File: src/rtl/sync_tx_arb_pkg.sv
// Shared definitions for the sync_tx_arb block: payload width and parameter
// defaults, the FSM state encoding, and a small index-wrap helper.
package sync_tx_arb_pkg;

    localparam int DATA_WIDTHS     = 8;
    localparam int N_REQ_DEFAULT   = 4;
    localparam int TIMEOUT_DEFAULT = 64;

    typedef enum logic [1:0] {
        IDLE      = 2'd0,
        ISSUE     = 2'd1,
        WAIT_ACK  = 2'd2,
        WAIT_FREE = 2'd3
    } state_t;

    // Next index after idx in a ring of n entries.
    function automatic int wrap_inc(input int idx, input int n);
        return (idx + 1 >= n) ? 0 : idx + 1;
    endfunction

endpackage

File: src/rtl/sync_tx_arb_rr_pick.sv
// Purely combinational round-robin picker.
// Ports:
//   elig   - eligible requesters (already masked)
//   ptr    - first index to consider; search wraps from N-1 to 0
//   onehot - one-hot winner (all zero when nothing is eligible)
//   idx    - binary index of the winner
//   any    - at least one requester is eligible
module rr_pick #(
    parameter int N  = 4,
    parameter int IW = 2
) (
    input  logic [N-1:0]  elig,
    input  logic [IW-1:0] ptr,
    output logic [N-1:0]  onehot,
    output logic [IW-1:0] idx,
    output logic          any
);

    int j;

    always_comb begin
        onehot = '0;
        idx    = '0;
        any    = 1'b0;
        j      = 0;
        for (int k = 0; k < N; k++) begin
            j = int'(ptr) + k;
            if (j >= N) begin
                j = j - N;
            end
            // Only the first eligible entry seen from ptr onward wins.
            if (!any && elig[j]) begin
                onehot[j] = 1'b1;
                idx       = IW'(j);
                any       = 1'b1;
            end
        end
    end

endmodule

File: src/rtl/sync_tx_arb.sv
// Round-robin arbiter feeding a single transmitter through a v/f handshake.
// Ports:
//   clk, reset       - clock and asynchronous active-low reset
//   req, en_mask     - per-requester level request and enable
//   req_data         - packed payloads, requester i at [i*DATA_WIDTH +: DATA_WIDTH]
//   f                - transmitter busy flag (1 = handshake in progress)
//   v, gnt           - one-cycle valid strobe and one-hot grant, both in ISSUE
//   tx_data, src     - latched payload and owner index of the current transfer
//   busy             - FSM is not in IDLE
//   err              - sticky flag: transmitter never raised f within TIMEOUT cycles
module sync_tx_arb
    import sync_tx_arb_pkg::*;
#(
    parameter int DATA_WIDTH = DATA_WIDTHS,
    parameter int N_REQ      = N_REQ_DEFAULT,
    parameter int TIMEOUT    = TIMEOUT_DEFAULT
) (
    input  logic                        clk,
    input  logic                        reset,
    input  logic [N_REQ-1:0]            req,
    input  logic [N_REQ*DATA_WIDTH-1:0] req_data,
    input  logic [N_REQ-1:0]            en_mask,
    input  logic                        f,
    output logic                        v,
    output logic [DATA_WIDTH-1:0]       tx_data,
    output logic [N_REQ-1:0]            gnt,
    output logic [$clog2(N_REQ)-1:0]    src,
    output logic                        busy,
    output logic                        err
);

    localparam int IW = $clog2(N_REQ);
    localparam int CW = $clog2(TIMEOUT + 1);

    state_t                state_reg, state_next;
    logic [IW-1:0]         ptr_reg, ptr_next;
    logic [CW-1:0]         count_reg, count_next;
    logic [DATA_WIDTH-1:0] data_reg, data_next;
    logic [IW-1:0]         src_reg, src_next;
    logic [N_REQ-1:0]      grant_reg, grant_next;
    logic                  err_reg, err_next;

    logic [N_REQ-1:0]      elig;
    logic [N_REQ-1:0]      pick_onehot;
    logic [IW-1:0]         pick_idx;
    logic                  pick_any;
    logic [DATA_WIDTH-1:0] payload [N_REQ];

    for (genvar gi = 0; gi < N_REQ; gi++) begin : g_payload
        assign payload[gi] = req_data[gi*DATA_WIDTH +: DATA_WIDTH];
    end

    assign elig = req & en_mask;

    rr_pick #(
        .N  (N_REQ),
        .IW (IW)
    ) u_pick (
        .elig   (elig),
        .ptr    (ptr_reg),
        .onehot (pick_onehot),
        .idx    (pick_idx),
        .any    (pick_any)
    );

    always_ff @(posedge clk or negedge reset) begin
        if (!reset) begin
            state_reg <= IDLE;
            ptr_reg   <= '0;
            count_reg <= '0;
            data_reg  <= '0;
            src_reg   <= '0;
            grant_reg <= '0;
            err_reg   <= 1'b0;
        end else begin
            state_reg <= state_next;
            ptr_reg   <= ptr_next;
            count_reg <= count_next;
            data_reg  <= data_next;
            src_reg   <= src_next;
            grant_reg <= grant_next;
            err_reg   <= err_next;
        end
    end

    always_comb begin
        state_next = state_reg;
        ptr_next   = ptr_reg;
        count_next = count_reg;
        data_next  = data_reg;
        src_next   = src_reg;
        grant_next = grant_reg;
        err_next   = err_reg;
        v          = 1'b0;
        gnt        = '0;

        case (state_reg)
            IDLE: begin
                // The winner's payload is captured here so later changes on
                // req/req_data cannot disturb the transfer in flight.
                if (!f && pick_any) begin
                    data_next  = payload[pick_idx];
                    src_next   = pick_idx;
                    grant_next = pick_onehot;
                    state_next = ISSUE;
                end
            end
            ISSUE: begin
                // Outputs decode from registered state only, so v/gnt cannot
                // glitch and drop immediately on an asynchronous reset.
                v          = 1'b1;
                gnt        = grant_reg;
                ptr_next   = IW'(wrap_inc(int'(src_reg), N_REQ));
                count_next = '0;
                state_next = WAIT_ACK;
            end
            WAIT_ACK: begin
                if (f) begin
                    state_next = WAIT_FREE;
                end else if (count_reg >= CW'(TIMEOUT - 1)) begin
                    // This is the TIMEOUT-th cycle in WAIT_ACK without f.
                    err_next   = 1'b1;
                    state_next = IDLE;
                end else begin
                    count_next = (count_reg == CW'(TIMEOUT)) ? count_reg : count_reg + 1'b1;
                end
            end
            WAIT_FREE: begin
                if (!f) begin
                    state_next = IDLE;
                end
            end
            default: begin
                state_next = IDLE;
            end
        endcase
    end

    assign tx_data = data_reg;
    assign src     = src_reg;
    assign busy    = (state_reg != IDLE);
    assign err     = err_reg;

endmodule

File: config.mk
export PLATFORM = sky130hd
export DESIGN_NAME = sync_tx_arb
export DESIGN_NICKNAME = d
export VERILOG_FILES = /design/src/rtl/sync_tx_arb_pkg.sv /design/src/rtl/sync_tx_arb_rr_pick.sv /design/src/rtl/sync_tx_arb.sv
export SDC_FILE = /design/constraint.sdc
export NUM_CORES = 1
export LEC_CHECK = 0
export ABC_AREA = 1
export BUFFER_PORTS_ARGS = -buffer_cell sky130_fd_sc_hd__buf_2
export CORE_MARGIN = 2
export CORE_UTILIZATION = 30
export CTS_CLUSTER_SIZE = 16
export DETAILED_ROUTE_END_ITERATION = 10
export GPL_ROUTABILITY_DRIVEN = 0
export PLACE_DENSITY = 0.6
export SYNTH_ARGS = -nofsm -noshare
export SYNTH_HDL_FRONTEND = slang
export SYNTH_SLANG_ARGS = --single-unit
File: constraint.sdc
create_clock -name clk -period 1.9 [get_ports clk]
set_input_delay 0.095 -clock clk [delete_from_list [all_inputs] [get_ports clk]]
set_output_delay 0.095 -clock clk [all_outputs]
set_load 0.1 [all_outputs]
==> impl_results.md <==
- First-pass GRT wire length: 8.93 mm
- Final Util: 43.8%
- Share of layout cells above drive strength 1: 35.3%
- Fmax: 517 MHz
- Syn-to-layout area delta: 40.5%
- Grt total ovfl: 0
- Failing checks: negative setup slack
- Distinct cell type count of the synthesized netlist: 33
- Starting Density: 31.1%
- # placed instances: 441
- Sequential cell area: 653 um2
- Cts bufs inserted: 3
- Routed Antenna Nets: 0
- Longest Clk Path Bufs: 2
- Final min period: 1.93 ns
- Number of flops mapped to enable cells by yosys: 0
- Largest net degree at the start of global routing: 27
- Post-route clock period utilization: 102%
- Chip Width: 85.4 um
- CTS H-tree lvls: 1
- GRT Overall Usage: 14.7%
- CTS tree: built
- Area leader, netlist: dfrtp_1
- Final cell count without fillers: 454
- Worst Path Max Fanout: 11
- Syn_nets: 342
- Area share of the leading cell type in the synthesized netlist: 32.7%
- Fin. max-slew vios: 0
- Clock Tree Root: clkbuf_8
- Total number of vias: 2105
- Drt total wl: 5.10 mm
- Max FFs per register: 8
- Final hold vios: 0
- CP Launch Type: flop
- Max-Cap Viols: 0
- # clock sinks: 26
- Core Rows: 29
- Hpwl dp: 3.91 mm
- Yosys reg bits: 26
- Data arrival, critical path: 2.10 ns
- Fillers: 650
- Routed len/inst: 11.2 um
- Register area share after synthesis: 32.7%
- Setup slack on the worst flop-to-flop path: -0.03 ns
- Hold WC Path Type: in -> reg
- Nets: 432
- IO buf count: 59
- DR iter-0 viols: 84
- Number of global-route vias before repair: 2037
- Crit-path max cell delay: 0.44 ns
- DR DRC count: 0
- RSZ-0062 raised after global routing: true
- Dominant cells by area after synthesis: dfrtp_1 33%, nand2_1 16%, nand3_1 11%
- Synthesized area: 0.00199 mm2
- Clock transition at path regs: 0.09 ns
- Synth Instances: 288
- WP buf/inv: 2
- Core area: 0.00639 mm2
- Multi-input gate area: 0.00128 mm2
- Syn Area/Cell: 6.90 um2
- Worst-Margin Slew: 0.601 ns
- Die Y-Extent: 85.4 um
- Final WS setup: -0.0344 ns
- Drt first pass iters: 4
- Initial antenna violation count: 0
- Via/cell ratio: 4.64
- Worst path slowest cell: dfrtp_2
- Crit-path cells: inv_4, ha_4, inv_4, nand3_2, nand2_4, nand3_4, nand3_4, nand2_8, or2_2, nand3_1, nand3_1
- Ports: 60
- Setup CP Type: reg -> reg
- Final setup viols: 9
- N_diodes: 0
- Top delay family on crit path: simple AND/OR/NAND/NOR gates
- Commonest non-fill, non-tap cells in the layout: 83 x nand2_1, 59 x buf_2, 43 x nand3_1
- Top_reg_cell synth: dfrtp_1
- Setup_tns: -0.0917 ns
- Crit end category: flop
- Ys async rst share: 100%
- Clk Latency, worst-skew pair: 0.27 ns
- Most common cell after layout, fill and taps aside: nand2_1
- Setup Skew: 0.00386 ns
- CP required: 2.06 ns
- Die area: 0.00729 mm2
- Status: finished, violations left
- YS warnings: 0
- Slew margin rel.: 59.9%
kinds of logic after synthesis:
kind of cell / share of synthesized area (%)
compound gates: 9.19
fa+ha+maj: 6.92
buf+inv: 10.6
flops: 32.7
simple gates: 40.5
cell type report:
cell class,instances,share of cell area (%)
multi-input cells,214,46.0
flip-flops and latches,26,23.4
well taps,77,3.45
repair buffers,89,18.7
clock buffers,4,1.97
inverters,44,6.49
path summary, 6_finish.rpt:
kind                                   startpoint                       end  cells past startpoint
max                        ptr_reg[0]$_DFFE_PN0P_    tx_data[5]$_DFFE_PN0P_                     11
min                                  req_data[11]    tx_data[3]$_DFFE_PN0P_                      4
max reg2reg                ptr_reg[0]$_DFFE_PN0P_    tx_data[5]$_DFFE_PN0P_                     11
min reg2reg                       err$_DFFE_PN0P_           err$_DFFE_PN0P_                      1
max in group asynchronous                   reset    ptr_reg[1]$_DFFE_PN0P_                      2
min in group asynchronous                   reset  grant_reg[0]$_DFFE_PN0P_                      2
metal layers:
layer  part of all wire [%]  track usage, %  routed length (um)  vias to the layer above
met4                   0.51            1.44                  26                        0
met2                     48            25.9                2470                       52
met5                      0               0                   0                        -
met1                     46            19.4                2360                      949
met3                    4.8            3.02                 246                        4
li1                       -               -                   -                     1100
per-stage QoR:
step           hold WS [ns]  area (um2)  setup WS [ns]
2_1_floorplan        -0.201        2060        0.00907
3_3_place_gp          0.157        2570        -0.0423
3_5_place_dp          0.151        2570         -0.109
4_1_cts               0.121        2770        -0.0253
5_1_grt               0.134        2790         -0.156
6_report              0.121        2790        -0.0344
cells in the mapped netlist, types with 2 or more instances:
cell / n
nor2_1: 18
nand2_1: 85
nor2_4: 2
nand3_2: 5
nand3_1: 45
ha_1: 11
inv_1: 41
o21ai_0: 15
dfrtp_1: 26
or2_2: 4
inv_2: 2
buf_6: 3
nand2_2: 2
or2_1: 3
o2111ai_1: 2
a21oi_1: 6
nor2_2: 2
worst register-to-register path: cells and delay by family (launching register included):
family / cells / cell delay, ns
and+or+nand+nor: 8 / 0.98
DFF: 1 / 0.44
adders and majority gates: 1 / 0.23
buffers and inverters: 2 / 0.19
repair_timing:
action	4_1_cts	5_1_grt
setup buffers	5	2
gates cloned	1	0
hold buffers	1	0
gates resized for setup	15	2
hold endpoints to repair	26	0
setup endpoints to repair	12	15
pin swaps	9	4
Power is not shown: default switching activity piles up to over one toggle a cycle in this logic, so the estimate is an artifact.
